$ cat src/rtl/led_scan_ctrl.sv
// LED scan controller: time-multiplexes NUM_SRC 8-bit sources onto one
// inverting LED sink driver. Each slot is a BLANK interval followed by a SHOW
// interval, so two digits are never lit back to back. All outputs are registered
// and reflect the state register one cycle later. Dropping en, or asserting rst,
// blanks the outputs on the very next cycle.
module led_scan_ctrl #(
  parameter int NUM_SRC = 4,
  parameter int DWELL   = 1024,
  parameter int BLANK   = 16,
  parameter int SEL_W   = 2
) (
  input  logic                 clk,
  input  logic                 rst,
  input  logic                 en,
  input  logic                 hold,
  input  logic [SEL_W-1:0]     hold_sel,
  input  logic [NUM_SRC*8-1:0] src_data,
  output logic [7:0]           led_data,
  output logic [NUM_SRC-1:0]   digit_n,
  output logic [SEL_W-1:0]     slot,
  output logic                 frame_tick
);

  localparam int MAX_C = (DWELL > BLANK) ? DWELL : BLANK;
  localparam int CNT_W = $clog2(MAX_C);
  localparam logic [CNT_W-1:0]   DWELL_LD  = CNT_W'(DWELL - 1);
  localparam logic [CNT_W-1:0]   BLANK_LD  = CNT_W'(BLANK - 1);
  localparam logic [CNT_W-1:0]   CNT_ZERO  = {CNT_W{1'b0}};
  localparam logic [SEL_W-1:0]   SLOT_ZERO = {SEL_W{1'b0}};
  localparam logic [SEL_W-1:0]   LAST_SLOT = SEL_W'(NUM_SRC - 1);
  localparam logic [NUM_SRC-1:0] DIGIT_OFF = {NUM_SRC{1'b1}};
  localparam logic [NUM_SRC-1:0] DIGIT_ONE = {{(NUM_SRC-1){1'b0}}, 1'b1};

  typedef enum logic [1:0] {
    ST_IDLE  = 2'd0,
    ST_BLANK = 2'd1,
    ST_SHOW  = 2'd2
  } state_t;

  state_t           state_r, state_s;
  logic [CNT_W-1:0] cnt_r, cnt_s;
  logic [SEL_W-1:0] slot_r, slot_s;     // slot being shown
  logic [SEL_W-1:0] nslot_r, nslot_s;   // slot to show after the current blank
  logic [7:0]       snap_r, snap_s;     // source snapshot taken at slot start
  logic [SEL_W-1:0] hold_slot_s;
  logic [SEL_W-1:0] rot_slot_s;
  logic             tick_s;

  // Sanitise hold_sel and compute the rotating successor of the current slot.
  always_comb begin
    if (32'(hold_sel) >= 32'(NUM_SRC)) begin
      hold_slot_s = SLOT_ZERO;
    end else begin
      hold_slot_s = hold_sel;
    end
    if (slot_r == LAST_SLOT) begin
      rot_slot_s = SLOT_ZERO;
    end else begin
      rot_slot_s = slot_r + {{(SEL_W-1){1'b0}}, 1'b1};
    end
  end

  // Next-state logic: IDLE -> BLANK -> SHOW -> BLANK ..., en=0 forces IDLE.
  always_comb begin
    state_s = state_r;
    cnt_s   = cnt_r;
    slot_s  = slot_r;
    nslot_s = nslot_r;
    snap_s  = snap_r;
    tick_s  = 1'b0;
    if (!en) begin
      state_s = ST_IDLE;
      cnt_s   = CNT_ZERO;
    end else begin
      case (state_r)
        ST_IDLE: begin
          state_s = ST_BLANK;
          cnt_s   = BLANK_LD;
          nslot_s = hold ? hold_slot_s : SLOT_ZERO;
        end
        ST_BLANK: begin
          if (cnt_r == CNT_ZERO) begin
            state_s = ST_SHOW;
            cnt_s   = DWELL_LD;
            slot_s  = nslot_r;
            snap_s  = src_data[{nslot_r, 3'b000} +: 8];
          end else begin
            cnt_s = cnt_r - {{(CNT_W-1){1'b0}}, 1'b1};
          end
        end
        ST_SHOW: begin
          if (cnt_r == CNT_ZERO) begin
            state_s = ST_BLANK;
            cnt_s   = BLANK_LD;
            nslot_s = hold ? hold_slot_s : rot_slot_s;
            tick_s  = (slot_r == LAST_SLOT) && !hold;
          end else begin
            cnt_s = cnt_r - {{(CNT_W-1){1'b0}}, 1'b1};
          end
        end
        default: begin
          state_s = ST_IDLE;
          cnt_s   = CNT_ZERO;
        end
      endcase
    end
  end

  // State, counter, slot bookkeeping and snapshot registers.
  always_ff @(posedge clk) begin
    if (rst) begin
      state_r <= ST_IDLE;
      cnt_r   <= CNT_ZERO;
      slot_r  <= SLOT_ZERO;
      nslot_r <= SLOT_ZERO;
      snap_r  <= 8'h00;
    end else begin
      state_r <= state_s;
      cnt_r   <= cnt_s;
      slot_r  <= slot_s;
      nslot_r <= nslot_s;
      snap_r  <= snap_s;
    end
  end

  // Registered outputs: lit only in SHOW with en high, blanked otherwise.
  always_ff @(posedge clk) begin
    if (rst) begin
      led_data   <= 8'h00;
      digit_n    <= DIGIT_OFF;
      slot       <= SLOT_ZERO;
      frame_tick <= 1'b0;
    end else if (en && (state_r == ST_SHOW)) begin
      led_data   <= snap_r;
      digit_n    <= ~(DIGIT_ONE << slot_r);
      slot       <= slot_r;
      frame_tick <= tick_s;
    end else begin
      led_data   <= 8'h00;
      digit_n    <= DIGIT_OFF;
      slot       <= slot_r;
      frame_tick <= 1'b0;
    end
  end

endmodule

$ cat config.mk
export PLATFORM = sky130hd
export DESIGN_NAME = led_scan_ctrl
export DESIGN_NICKNAME = d
export VERILOG_FILES = /design/src/rtl/led_scan_ctrl.sv
export SDC_FILE = /design/constraint.sdc
export NUM_CORES = 1
export LEC_CHECK = 0
export CORE_ASPECT_RATIO = 1.1
export CORE_UTILIZATION = 45
export DETAILED_ROUTE_END_ITERATION = 8
export GPL_TIMING_DRIVEN = 0
export PLACE_DENSITY = 0.9
export SLEW_MARGIN = 40
export SYNTH_ARGS = -nofsm -noshare
export SYNTH_HDL_FRONTEND = slang
export SYNTH_SLANG_ARGS = --single-unit
$ cat constraint.sdc
create_clock -name clk -period 2.3 [get_ports clk]
set_input_delay 0.46 -clock clk [delete_from_list [all_inputs] [get_ports clk]]
set_output_delay 0.46 -clock clk [all_outputs]
set_load 0.05 [all_outputs]
==> impl_metrics.env <==
export IMPL_drtIter0Drc=59
export IMPL_nets=261
export IMPL_outcome="finished, final reports clean"
export IMPL_syn_mean_instance_area_um2=10.8
export IMPL_syn_cell_area_um2=1710
export IMPL_grt_max_degree=13
export IMPL_area_delta_synth_final_pct=39.2
export IMPL_cellLeakagePower_uw=0.000873
export IMPL_max_cap_violations=0
export IMPL_core_um2=3630
export IMPL_cp_cell_sequence="inv_1 > ha_1 > or4b_1 > buf_2 > nor4_1 > buf_4 > mux2i_1 > nor2_1"
export IMPL_cts_tree="built"
export IMPL_hold_buffers=0
export IMPL_setup_violations_final=0
export IMPL_cts_sinks=39
export IMPL_reg2reg_to="snap_r[3]"
export IMPL_hold_end="led_data[2]"
export IMPL_hold_path_startpoint="snap_r[2]"
export IMPL_post_cts_resized=0
export IMPL_synth_seq_area_share_pct=45.7
export IMPL_antenna_found_initial=0
export IMPL_grt_use_total_pct=19.9
export IMPL_synthArstFlopShare_pct=0
export IMPL_drive_above_1_share_pct=11.0
export IMPL_syn_num_nets=202
export IMPL_portBuffers=52
export IMPL_reg2reg_slack_ns=0.19
export IMPL_required_ns=2.47
export IMPL_start_util_pct=47.1
export IMPL_crit_fanout=10
export IMPL_max_vdd_ir_drop_mv=0.299
export IMPL_grt_pass1_wl_um=5650
export IMPL_clk_insertion_delay_late_ns=0.29
export IMPL_cp_num_buf_inv=3
export IMPL_ys_ff_latch=39
export IMPL_ant_nets=0
export IMPL_first_pass_iters=4
export IMPL_n_antenna_cell=0
export IMPL_yosys_warnings=0
export IMPL_rsz0062_at_grt="false"
export IMPL_clockRootBuffer="clkbuf_8"
export IMPL_overflow=0
export IMPL_synth_ff_type="dfxtp_1"
export IMPL_crit_family="simple AND/OR/NAND/NOR gates"
export IMPL_hpwl_um=2670
export IMPL_synthCells=158
export IMPL_finalCriticalPeriod_ns=2.11
export IMPL_drv_slew=0
export IMPL_gp_congestion=0.771
export IMPL_slew_headroom_pct=62.6
export IMPL_fin_tns_setup_ns=0
export IMPL_synth_distinct_cells=38
export IMPL_r2r_cells=8
export IMPL_dr_total_vias=1381
export IMPL_cts_buffers=5
export IMPL_clkTransAtPathRegs_ns=0.07
export IMPL_holdCritPathClass="flop to flop"
export IMPL_fin_crit_sh_pct=91.8
export IMPL_max_freq_ghz=0.473
export IMPL_die_w_um=60.7
export IMPL_vias_per_cell=5.15
export IMPL_wire_per_inst_um=13.5
export IMPL_cp_slowest_stage_delay_ns=0.41
export IMPL_ioPinCount=53
export IMPL_row_count=23
export IMPL_post_cts_buffers=0
export IMPL_worstMarginPinSlew_ns=0.561
export IMPL_power_density_nw_per_um2=575
export IMPL_crit_slowest_cell="or4b_1"
export IMPL_die_area_um2=4040
export IMPL_whs_ns=0.460
export IMPL_hold_viol=0
export IMPL_min_delay_path_depth=1
export IMPL_htreeDepth=2
export IMPL_final_core_util_pct=65.5
export IMPL_clock_skew_final_ns=0.00856
export IMPL_r2r_start="cnt_r[0]"
export IMPL_synth_edff_count=0
export IMPL_grt_pass1_vias=1258
export IMPL_end_kind="flop"
export IMPL_crit_path_start_kind="flop"
export IMPL_dieHeight_um=66.6
export IMPL_finalWirelength_um=3630
export IMPL_arrival_ns=2.28
export IMPL_path_class="flop to flop"
export IMPL_cts_max_path_buffers=2
export IMPL_drc=0
[worst max-delay path by stage]
stage                     slack (ns)     start  cells after the start          end
final                           0.19  cnt_r[0]                      8    snap_r[3]
after global placement          0.23       rst                      5  led_data[0]
after detailed placement        0.19  cnt_r[0]                      8    snap_r[3]
after global routing            0.09  cnt_r[0]                      8    snap_r[4]
after floorplan                 0.33  cnt_r[0]                      8   state_r[0]
after CTS                       0.19  cnt_r[0]                      8    snap_r[3]
[flip-flops by register name (all words and copies together), names as in the netlist]
signal      count
slot_r          2
nslot_r         2
slot            2
snap_r          8
frame_tick      1
state_r         2
digit_n         4
led_data        8
cnt_r          10
[layer usage]
layer,part of all wire [%],vias to the layer above,global-route usage [%]
met4,2.0,0,10.8
met5,0,-,0
met1,39,662,21.7
li1,-,680,-
met2,56,32,35.2
met3,3.1,7,4.08
[logic make-up after synthesis]
group                    count (synthesis)  synth area share, %
AND/OR/NAND/NOR                         52                 16.3
flip-flops                              39                 45.7
AO/OA/AOI/OAI                           21                 8.65
multiplexers                            20                 17.9
buffers and inverters                   14                 3.81
adder cells (fa/ha/maj)                  7                 4.99
XOR/XNOR                                 5                 2.57
[synthesized netlist by cell type, drive strengths merged (2+ instances only)]
cell / n / share of area [%]
nor2: 19 / 4.3
clkbuf: 5 / 1.1
a21oi: 9 / 2.6
or3: 2 / 0.73
inv: 4 / 0.88
or4: 2 / 0.88
ha: 6 / 4.4
nor4: 3 / 1.1
dfxtp: 39 / 46
buf: 5 / 1.8
a211o: 2 / 1.0
or3b: 2 / 1.0
mux2i: 11 / 6.5
o211ai: 2 / 0.88
mux4: 8 / 11
nor3: 2 / 0.59
and2: 11 / 4.0
nand2b: 3 / 1.1
nand2: 5 / 1.1
xnor2: 4 / 2.1
o41ai: 2 / 1.5
[stage by stage]
step | instance area [µm²] | worst slack (ns) | total power, µW | instances
floorplan | 1710 | 0.330 | 849 | 158
global placement | 2290 | 0.233 | 933 | 260
detailed placement | 2290 | 0.190 | 941 | 260
CTS | 2370 | 0.186 | 1380 | 268
global route | 2380 | 0.0884 | 1440 | 268
finish | 2380 | 0.188 | 1370 | 268
[report_power, final]
group          internal, µW  switching (µW)
clock                   212             230
sequential              690            10.9
combinational           136            88.9
[final cells by class]
cell class	instances	area (µm²)
timing repair buffer	52	520
inverter	4	15.0
clock inverter	2	12.5
multi-input combinational	105	861
buffer	10	51.3
sequential	39	781
clock buffer	6	72.6
tap	50	62.6
fill	285	1250
[cells in the final DEF, fill, tap and decap left out, types with 3 or more instances in the layout]
cell type / Yosys / routed
a21oi_1: 9 / 9
clkbuf_8: 0 / 5
mux2i_1: 11 / 11
nand2_1: 5 / 5
dfxtp_1: 39 / 39
nand2b_1: 3 / 3
clkdlybuf4s50_1: 0 / 52
xnor2_1: 4 / 4
nor2_1: 18 / 18
mux4_2: 8 / 8
clkbuf_1: 5 / 6
ha_1: 6 / 6
and2_1: 11 / 11
inv_1: 4 / 4
nor4_1: 3 / 3
Power figures use the tool's default switching activity.
